File: config.mk
export PLATFORM = sky130hd
export DESIGN_NAME = router_fsm
export DESIGN_NICKNAME = d
export VERILOG_FILES = /design/src/rtl/router_fsm.sv
export SDC_FILE = /design/constraint.sdc
export NUM_CORES = 1
export LEC_CHECK = 0
export ABC_AREA = 1
export CORE_AREA = 2 2 39 41
export DETAILED_ROUTE_END_ITERATION = 8
export DIE_AREA = 0 0 41 43
export MAX_ROUTING_LAYER = met4
export PLACE_DENSITY = 0.68
export SYNTH_ARGS = -nofsm -noshare
export SYNTH_HDL_FRONTEND = slang
export SYNTH_SLANG_ARGS = --single-unit
export TNS_END_PERCENT = 1
File: constraint.sdc
create_clock -name clk -period 3.4 [get_ports clk]
set_clock_uncertainty 0.05 [all_clocks]
set_input_delay 0.34 -clock clk [delete_from_list [all_inputs] [get_ports clk]]
set_output_delay 0.34 -clock clk [all_outputs]
set_load 0.005 [all_outputs]
File: src/rtl/router_fsm.sv
// router_fsm: 1x3 router control FSM sequencing header, payload and parity writes into the selected FIFO.
module router_fsm (
    input  logic       clk,
    input  logic       rst,
    input  logic       pkt_valid,
    input  logic [1:0] data_in,
    input  logic       fifo_full,
    input  logic       fifo_empty_0,
    input  logic       fifo_empty_1,
    input  logic       fifo_empty_2,
    input  logic       soft_rst_0,
    input  logic       soft_rst_1,
    input  logic       soft_rst_2,
    input  logic       parity_done,
    input  logic       low_pkt_valid,
    output logic       detect_add,
    output logic       lfd_state,
    output logic       ld_state,
    output logic       laf_state,
    output logic       full_state,
    output logic       write_enb_reg,
    output logic       rst_int_reg,
    output logic       busy
);
    typedef enum logic [2:0] {
        DECODE_ADDRESS,
        LOAD_FIRST_DATA,
        LOAD_DATA,
        FIFO_FULL_STATE,
        LOAD_AFTER_FULL,
        LOAD_PARITY,
        CHECK_PARITY_ERROR,
        WAIT_TILL_EMPTY
    } state_t;

    state_t     r_state;
    logic [1:0] r_addr;
    logic [3:0] w_empty;
    logic [3:0] w_srst;
    logic       w_soft;

    // Slot 3 is padded with 0 so the invalid address never matches a FIFO
    assign w_empty = {1'b0, fifo_empty_2, fifo_empty_1, fifo_empty_0};
    assign w_srst  = {1'b0, soft_rst_2, soft_rst_1, soft_rst_0};
    assign w_soft  = w_srst[r_addr];

    always_ff @(posedge clk) begin
        if (!rst) begin
            r_state <= DECODE_ADDRESS;
            r_addr  <= 2'd0;
        end else begin
            if (r_state == DECODE_ADDRESS && pkt_valid)
                r_addr <= data_in;
            if (w_soft)
                r_state <= DECODE_ADDRESS;
            else
                case (r_state)
                    DECODE_ADDRESS:
                        if (pkt_valid && data_in != 2'd3)
                            r_state <= w_empty[data_in] ? LOAD_FIRST_DATA : WAIT_TILL_EMPTY;
                    LOAD_FIRST_DATA:    r_state <= LOAD_DATA;
                    LOAD_DATA:
                        r_state <= fifo_full ? FIFO_FULL_STATE : (!pkt_valid ? LOAD_PARITY : LOAD_DATA);
                    FIFO_FULL_STATE:    r_state <= fifo_full ? FIFO_FULL_STATE : LOAD_AFTER_FULL;
                    LOAD_AFTER_FULL:
                        r_state <= parity_done ? DECODE_ADDRESS : (low_pkt_valid ? LOAD_PARITY : LOAD_DATA);
                    LOAD_PARITY:        r_state <= CHECK_PARITY_ERROR;
                    CHECK_PARITY_ERROR: r_state <= fifo_full ? FIFO_FULL_STATE : DECODE_ADDRESS;
                    WAIT_TILL_EMPTY:    r_state <= w_empty[r_addr] ? LOAD_FIRST_DATA : WAIT_TILL_EMPTY;
                    default:            r_state <= DECODE_ADDRESS;
                endcase
        end
    end

    assign detect_add    = r_state == DECODE_ADDRESS;
    assign lfd_state     = r_state == LOAD_FIRST_DATA;
    assign ld_state      = r_state == LOAD_DATA;
    assign laf_state     = r_state == LOAD_AFTER_FULL;
    assign full_state    = r_state == FIFO_FULL_STATE;
    assign rst_int_reg   = r_state == CHECK_PARITY_ERROR;
    assign write_enb_reg = r_state inside {LOAD_DATA, LOAD_AFTER_FULL, LOAD_PARITY};
    assign busy          = r_state inside {LOAD_FIRST_DATA, FIFO_FULL_STATE, LOAD_AFTER_FULL,
                                           LOAD_PARITY, CHECK_PARITY_ERROR, WAIT_TILL_EMPTY};
endmodule

==> results of run 1 <==
==> per-layer routing <==
layer / GRT usage (%) / vias to the layer above
met3: 6.283 / 0
met5: - / -
met4: 2.000 / 0
met2: 27.81 / 24
li1: - / 337
met1: 15.81 / 259
==> flip-flops by register name (all words and copies together) (netlist names) <==
register and flops:
r_state 3, r_addr 2
==> logic make-up (layout without fill, tap and decap cells) <==
kind of cell,after synthesis,after routing,share of synthesized area (%)
flops,5,5,21.45
buf+inv,19,44,15.28
simple gates,58,58,50.41
compound gates,12,12,12.87
==> area by class of cell <==
class | instances | area [µm²]
Fill cell | 145 | 660.6
Sequential cell | 5 | 100.1
Clock buffer | 4 | 26.28
Inverter | 19 | 71.32
Tap cell | 16 | 20.02
Multi-Input combinational cell | 70 | 295.3
Timing Repair Buffer | 21 | 210.2
==> worst paths after layout <==
check,from,to,cells past startpoint
max,r_state[0],write_enb_reg,4
min,r_addr[1],r_addr[1],2
max reg2reg,r_state[0],r_addr[0],6
min reg2reg,r_addr[1],r_addr[1],2
==> report_power, final <==
group / total [µW] / switching [µW] / internal (µW) / leakage [µW]
logic: 131 / 64.5 / 66.8 / 0.000334
clock network: 66.5 / 22.3 / 44.2 / 0.0000150
registers: 81.3 / 13.0 / 68.3 / 0.0000411
total: 279 / 99.7 / 179 / 0.000390
==> per-stage QoR <==
stage	cells	power (µW)	instance area [µm²]	hold WS, ps
floorplan	94	151.2	466.7	421.0
global placement	131	215.0	696.9	480.4
detailed placement	131	215.7	696.9	468.2
CTS	135	284.9	723.2	474.4
global route	135	308.4	723.2	493.0
finish	135	279.2	723.2	470.8
==> layout by cell type, fill, tap and decap left out, drive strengths merged <==
cell	n
nor2	21
dfxtp	5
and3	1
clkdlybuf4s50	21
a21oi	6
o21ai	6
clkbuf	4
nand3	6
inv	19
nand2	30
==> worst max-delay path, stage by stage, from the launching register on <==
cell and delay (ps):
sky130_fd_sc_hd__dfxtp_1 360, sky130_fd_sc_hd__nor2_1 210, sky130_fd_sc_hd__nand2_1 130, sky130_fd_sc_hd__nand2_1 80
sky130_fd_sc_hd__clkdlybuf4s50_1 490
==> impl_metrics.sql, run 1 <==
INSERT INTO impl_metrics (metric_group, metric, value, unit) VALUES
('clocking', 'ctsRootBufferMaster', 'sky130_fd_sc_hd__clkbuf_4', ''),
('final_layout', 'synthToLayoutAreaGrowth', '54.96', '%'),
('worst_hold_path', 'holdCritPathClass', 'flop to flop', ''),
('global_routing', 'antenna_found_initial', '0', ''),
('yosys', 'yosysSeqAreaShare', '21.45', '%'),
('sta', 'finalWorstSetupSlack', '1492', 'ps'),
('clocking', 'worstSkewPairLatency', '240', 'ps'),
('floorplanning', 'die_w', '41', 'µm'),
('route', 'm1WireLength', '439', 'µm'),
('floorplanning', 'die_footprint', '0.001763', 'mm²'),
('final_layout', 'layout.core_utilization', '52.26', '%'),
('floorplanning', 'io-pin-count', '22', ''),
('clocking', 'clock_sinks', '5', ''),
('placed_design', 'port-buffer-count', '21', ''),
('setup_path', 'critPathArrivalTime', '1520', 'ps'),
('sta', 'final_min_period_over_clock_period', '56.13', '%'),
('setup_path', 'worstPathMaxFanout', '7', ''),
('power_and_ir_drop', 'irDropWorstVdd', '0.2646', 'mV'),
('run_status', 'outcome', 'finished clean', ''),
('route', 'detail_route.drc_violations', '0', ''),
('route', 'route.top_layer_used', 'met3', ''),
('placed_design', 'finalWeightedCongestion', '0.7316', ''),
('setup_path', 'worst-setup-path-type', 'flop to output port', ''),
('clocking', 'cts_hold_buf', '0', ''),
('clocking', 'cts_tree', 'done', ''),
('yosys', 'async_reset_ff_share', '0', '%'),
('yosys', 'average_footprint_of_a_synthesized_cell', '4.965', 'µm²'),
('setup_path', 'critPathRequiredTime', '3010', 'ps'),
('route', 'detail_routed_via_count_per_cell', '4.593', ''),
('clocking', 'post-cts-setup-buffer-count', '0', ''),
('route', 'wire_length_on_met2', '593', 'µm'),
('sta', 'post-route-min-period', '1908', 'ps'),
('sta', 'finalHoldViolations', '0', ''),
('yosys', 'synth.largest_area_cell', 'sky130_fd_sc_hd__nand2_1', ''),
('sta', 'grt_setup_unrepaired', 'false', ''),
('global_routing', 'grt_pass1_vias', '528', ''),
('yosys', 'synth.cell_area', '466.7', 'µm²'),
('final_layout', 'insertedDiodeCount', '0', ''),
('clocking', 'cts_inserted_buffers', '3', ''),
('clocking', 'max-clock-path-buffers', '2', ''),
('setup_path', 'setup.reg_to_reg.worst_slack', '2190', 'ps'),
('sta', 'achievable-frequency', '0.5240', 'GHz'),
('yosys', 'post_synth_inst_count', '94', ''),
('sta', 'timing.final.max_slew_violations', '0', ''),
('route', 'avgRoutedWirePerCell', '8.400', 'µm'),
('setup_path', 'nature_of_the_critical_path_startpoint', 'flop', ''),
('yosys', 'synth.yosys.warnings', '0', ''),
('floorplanning', 'start_util', '33.73', '%'),
('yosys', 'synth_most_common_cell', 'sky130_fd_sc_hd__nand2_1', ''),
('floorplanning', 'placementRows', '14', ''),
('yosys', 'synth_area_leaders', 'sky130_fd_sc_hd__nand2_1, sky130_fd_sc_hd__dfxtp_1, sky130_fd_sc_hd__nor2_1', ''),
('global_routing', 'grt_overflow_total', '0', ''),
('route', 'wl_met3', '102', 'µm'),
('yosys', 'number_of_synthesized_register_bits', '5', ''),
('placed_design', 'hpwlAfterDp', '1010', 'µm'),
('yosys', 'synth_enable_flop_cells', '0', ''),
('yosys', 'ys_top_cells_by_count', 'sky130_fd_sc_hd__nand2_1, sky130_fd_sc_hd__nor2_1, sky130_fd_sc_hd__inv_1', ''),
('final_layout', 'nNetsFinal', '134', ''),
('flow_run', 'max-cap-violations', '0', ''),
('sta', 'fin_setup_tns', '0', 'ps'),
('clocking', 'h-tree-depth', '1', ''),
('route', 'route.vias.total', '620', ''),
('route', 'postRouteAntennaNets', '0', ''),
('power_and_ir_drop', 'power_density', '386.0', 'mW/mm²'),
('sta', 'maxSlewHeadroom', '85.08', '%'),
('route', 'detail_route.first_pass.iterations', '6', ''),
('floorplanning', 'die_y', '43', 'µm'),
('placed_design', 'placement.setup.worst_slack', '1734', 'ps'),
('route', 'drtIter0Drc', '8', ''),
('route', 'routed_wl', '1134', 'µm'),
('yosys', 'number_of_nets_in_the_synthesized_netlist', '108', '');
Note: power is estimated with default switching activity, not from simulation.
==> run 2, diff against run 1 <==
- clock period: 3.4 -> 1.8 ns (I/O delays scaled with it)
==> impl_metrics.sql, run 2 (same netlist as run 1, synthesis figures left out) <==
INSERT INTO impl_metrics (metric_group, metric, value, unit) VALUES
('setup_path', 'setup.reg_to_reg.worst_slack', '600', 'ps'),
('clocking', 'cts.clk_slew.worst_paths', '40', 'ps'),
('power_and_ir_drop', 'power_density', '734.0', 'mW/mm²'),
('sta', 'grt_setup_unrepaired', 'false', ''),
('sta', 'finalWorstSetupSlack', '98.16', 'ps'),
('placed_design', 'finalWeightedCongestion', '0.7316', ''),
('final_layout', 'mostFrequentLayoutCell', 'sky130_fd_sc_hd__nand2_1', ''),
('sta', 'timing.final.max_slew_violations', '0', ''),
('global_routing', 'grt_start_max_net_pins', '8', ''),
('power_and_ir_drop', 'post-layout-total-power', '534.5', 'µW'),
('clocking', 'cts_inserted_buffers', '3', ''),
('power_and_ir_drop', 'cell_internal_pwr', '341.5', 'µW'),
('sta', 'max_slew.worst_pin.slew', '242.8', 'ps'),
('route', 'postRouteAntennaNets', '0', ''),
('worst_hold_path', 'holdCritStartpoint', 'r_addr[1]', ''),
('setup_path', 'worst-r2r-cell-count', '9', ''),
('power_and_ir_drop', 'p_clk_share', '23.8', '%'),
('route', 'detail_route.drc_violations', '0', ''),
('setup_path', 'nature_of_the_critical_path_startpoint', 'flop', ''),
('floorplanning', 'placementRows', '14', ''),
('final_layout', 'reg.largest.list', 'r_state: 3 flops, r_addr: 2 flops', ''),
('route', 'detail_routed_via_count_per_cell', '4.585', ''),
('final_layout', 'top_register', 'r_state', ''),
('floorplanning', 'die_y', '43', 'µm'),
('floorplanning', 'io-pin-count', '22', ''),
('power_and_ir_drop', 'share_seq_of_total_power', '29.3', '%'),
('run_status', 'outcome', 'finished clean', ''),
('setup_path', 'rr_startpoint', 'r_state[0]', ''),
('sta', 'finalHoldViolations', '0', ''),
('worst_hold_path', 'hold_endpoint', 'r_addr[1]', ''),
('setup_path', 'critPathRequiredTime', '1570', 'ps'),
('final_layout', 'mostFrequentLayoutCells', 'sky130_fd_sc_hd__nand2_1, sky130_fd_sc_hd__clkdlybuf4s50_1, sky130_fd_sc_hd__nor2_1', ''),
('placed_design', 'placement.cell_area', '696.9', 'µm²'),
('setup_path', 'path_cells', 'inv_1 -> nand2_1 -> nor2_1 -> clkdlybuf4s50_1', ''),
('power_and_ir_drop', 'combPwrFrac', '46.9', '%'),
('clocking', 'ctsRootBufferMaster', 'sky130_fd_sc_hd__clkbuf_4', ''),
('final_layout', 'largest_register_ff_count', '3', ''),
('route', 'detail_route.first_pass.iterations', '4', ''),
('clocking', 'cts_tree', 'done', ''),
('power_and_ir_drop', 'power.share.switching', '36.11', '%'),
('clocking', 'h-tree-depth', '1', ''),
('route', 'avgRoutedWirePerCell', '8.578', 'µm'),
('setup_path', 'worstPathMaxFanout', '7', ''),
('power_and_ir_drop', 'sw_power', '193.0', 'µW'),
('floorplanning', 'floorplan.core_area', '0.001384', 'mm²'),
('clocking', 'max-clock-path-buffers', '2', ''),
('setup_path', 'critPathCaptureType', 'output port', ''),
('sta', 'final_min_period_over_clock_period', '94.55', '%'),
('final_layout', 'layout.filler_cells', '160', ''),
('setup_path', 'r2r_path_end', 'r_state[2]', ''),
('setup_path', 'worst-setup-path-type', 'flop to output port', ''),
('floorplanning', 'die_footprint', '0.001763', 'mm²'),
('floorplanning', 'die_w', '41', 'µm'),
('setup_path', 'critPathArrivalTime', '1470', 'ps'),
('placed_design', 'port-buffer-count', '21', ''),
('final_layout', 'final_design_area_no_fill', '728.2', 'µm²'),
('sta', 'fin_setup_tns', '0', 'ps'),
('global_routing', 'grt_pass1_vias', '555', ''),
('sta', 'maxSlewHeadroom', '83.79', '%'),
('setup_path', 'cell_family_contributing_the_most_delay_on_the_critical_path', 'buffers and inverters', ''),
('power_and_ir_drop', 'total_leakage_power', '0.0003913', 'µW'),
('sta', 'post-route-min-period', '1702', 'ps'),
('setup_path', 'critical-path-slowest-cell', 'sky130_fd_sc_hd__clkdlybuf4s50_1', ''),
('global_routing', 'grt_overflow_total', '0', ''),
('final_layout', 'nNetsFinal', '134', ''),
('final_layout', 'insertedDiodeCount', '0', ''),
('placed_design', 'hpwlAfterDp', '1009', 'µm'),
('route', 'drtIter0Drc', '12', ''),
('clocking', 'clock_sinks', '5', ''),
('route', 'routed_wl', '1158', 'µm'),
('sta', 'timing.hold.ws', '472.0', 'ps'),
('worst_hold_path', 'hold-path-cell-count', '2', ''),
('flow_run', 'max-cap-violations', '0', ''),
('setup_path', 'cpPeakStageDelay', '520', 'ps'),
('final_layout', 'drive_above_1_share', '8.403', '%'),
('global_routing', 'grt_first_pass_wirelength', '2007', 'µm'),
('power_and_ir_drop', 'irDropWorstVdd', '0.5053', 'mV'),
('sta', 'achievable-frequency', '0.5876', 'GHz'),
('placed_design', 'placement.setup.worst_slack', '251.7', 'ps'),
('clocking', 'worstSkewPairLatency', '240', 'ps'),
('setup_path', 'cp_num_buf_inv', '2', ''),
('final_layout', 'synthToLayoutAreaGrowth', '56.03', '%'),
('global_routing', 'globalRouteTotalUtil', '16.68', '%'),
('global_routing', 'antenna_found_initial', '0', ''),
('worst_hold_path', 'holdCritPathClass', 'flop to flop', ''),
('route', 'route.vias.total', '619', ''),
('floorplanning', 'start_util', '33.73', '%'),
('sta', 'setup_viol_count_final', '0', '');
run 2: cell counts in the layout (fill, tap and decap cells not counted):
No cell type changed its count.
run 2: worst reg2reg max path: stages (launching register included):
cell and delay (ps):
sky130_fd_sc_hd__dfxtp_1 450, sky130_fd_sc_hd__inv_1 140, sky130_fd_sc_hd__nand2_1 80, sky130_fd_sc_hd__nor2_1 50
sky130_fd_sc_hd__nand2_1 60, sky130_fd_sc_hd__nand2_1 40, sky130_fd_sc_hd__nor2_1 80, sky130_fd_sc_hd__nand3_1 70
sky130_fd_sc_hd__nand2_1 60, sky130_fd_sc_hd__inv_1 30
run 2: what timing repair did:
action                     in CTS  in global routing
gates cloned                    0                  0
hold buffers                    0                  0
setup endpoints to repair       1                  2
resized for setup               1                  2
buffers inserted                0                  0
pin swaps                       0                  1
run 2: worst max-delay path by stage:
| stage | from | cells past startpoint | end |
|---|---|---|---|
| 6_report | r_state[0] | 4 | ld_state |
| 5_1_grt | r_state[0] | 4 | write_enb_reg |
| 4_1_cts | r_state[0] | 4 | write_enb_reg |
| 3_5_place_dp | r_state[0] | 4 | write_enb_reg |
| 3_3_place_gp | r_state[0] | 4 | write_enb_reg |
| 2_1_floorplan | r_state[0] | 8 | r_state[2] |
run 2: cell type report:
cell class	count	area, µm²	share of cell area (%)
tap	16	20.02	2.749
timing repair buffer	21	210.2	28.87
multi-input combinational	70	297.8	40.89
sequential	5	102.6	14.09
clock buffer	4	26.28	3.608
inverter	19	71.32	9.794
run 2: routing by layer:
layer | wire length (µm) | GRT usage [%]
met3 | 93 | 6.283
met4 | 0 | 2.000
met2 | 605 | 29.38
met5 | 0 | -
met1 | 459 | 17.10
run 2: stage by stage:
stage	std cells	util, %
2_1_floorplan	94	-
3_3_place_gp	131	50.36
3_5_place_dp	131	50.36
4_1_cts	135	52.44
5_1_grt	135	52.62
6_report	135	52.62
run 2: power by group through the flow:
| stage | clock network [µW] | logic [µW] | registers, µW |
|---|---|---|---|
| floorplan | 0 | 137 | 148 |
| global placement | 0 | 250 | 156 |
| detailed placement | 0 | 253 | 155 |
| CTS | 133 | 255 | 154 |
| global route | 143 | 285 | 160 |
| finish | 127 | 251 | 156 |
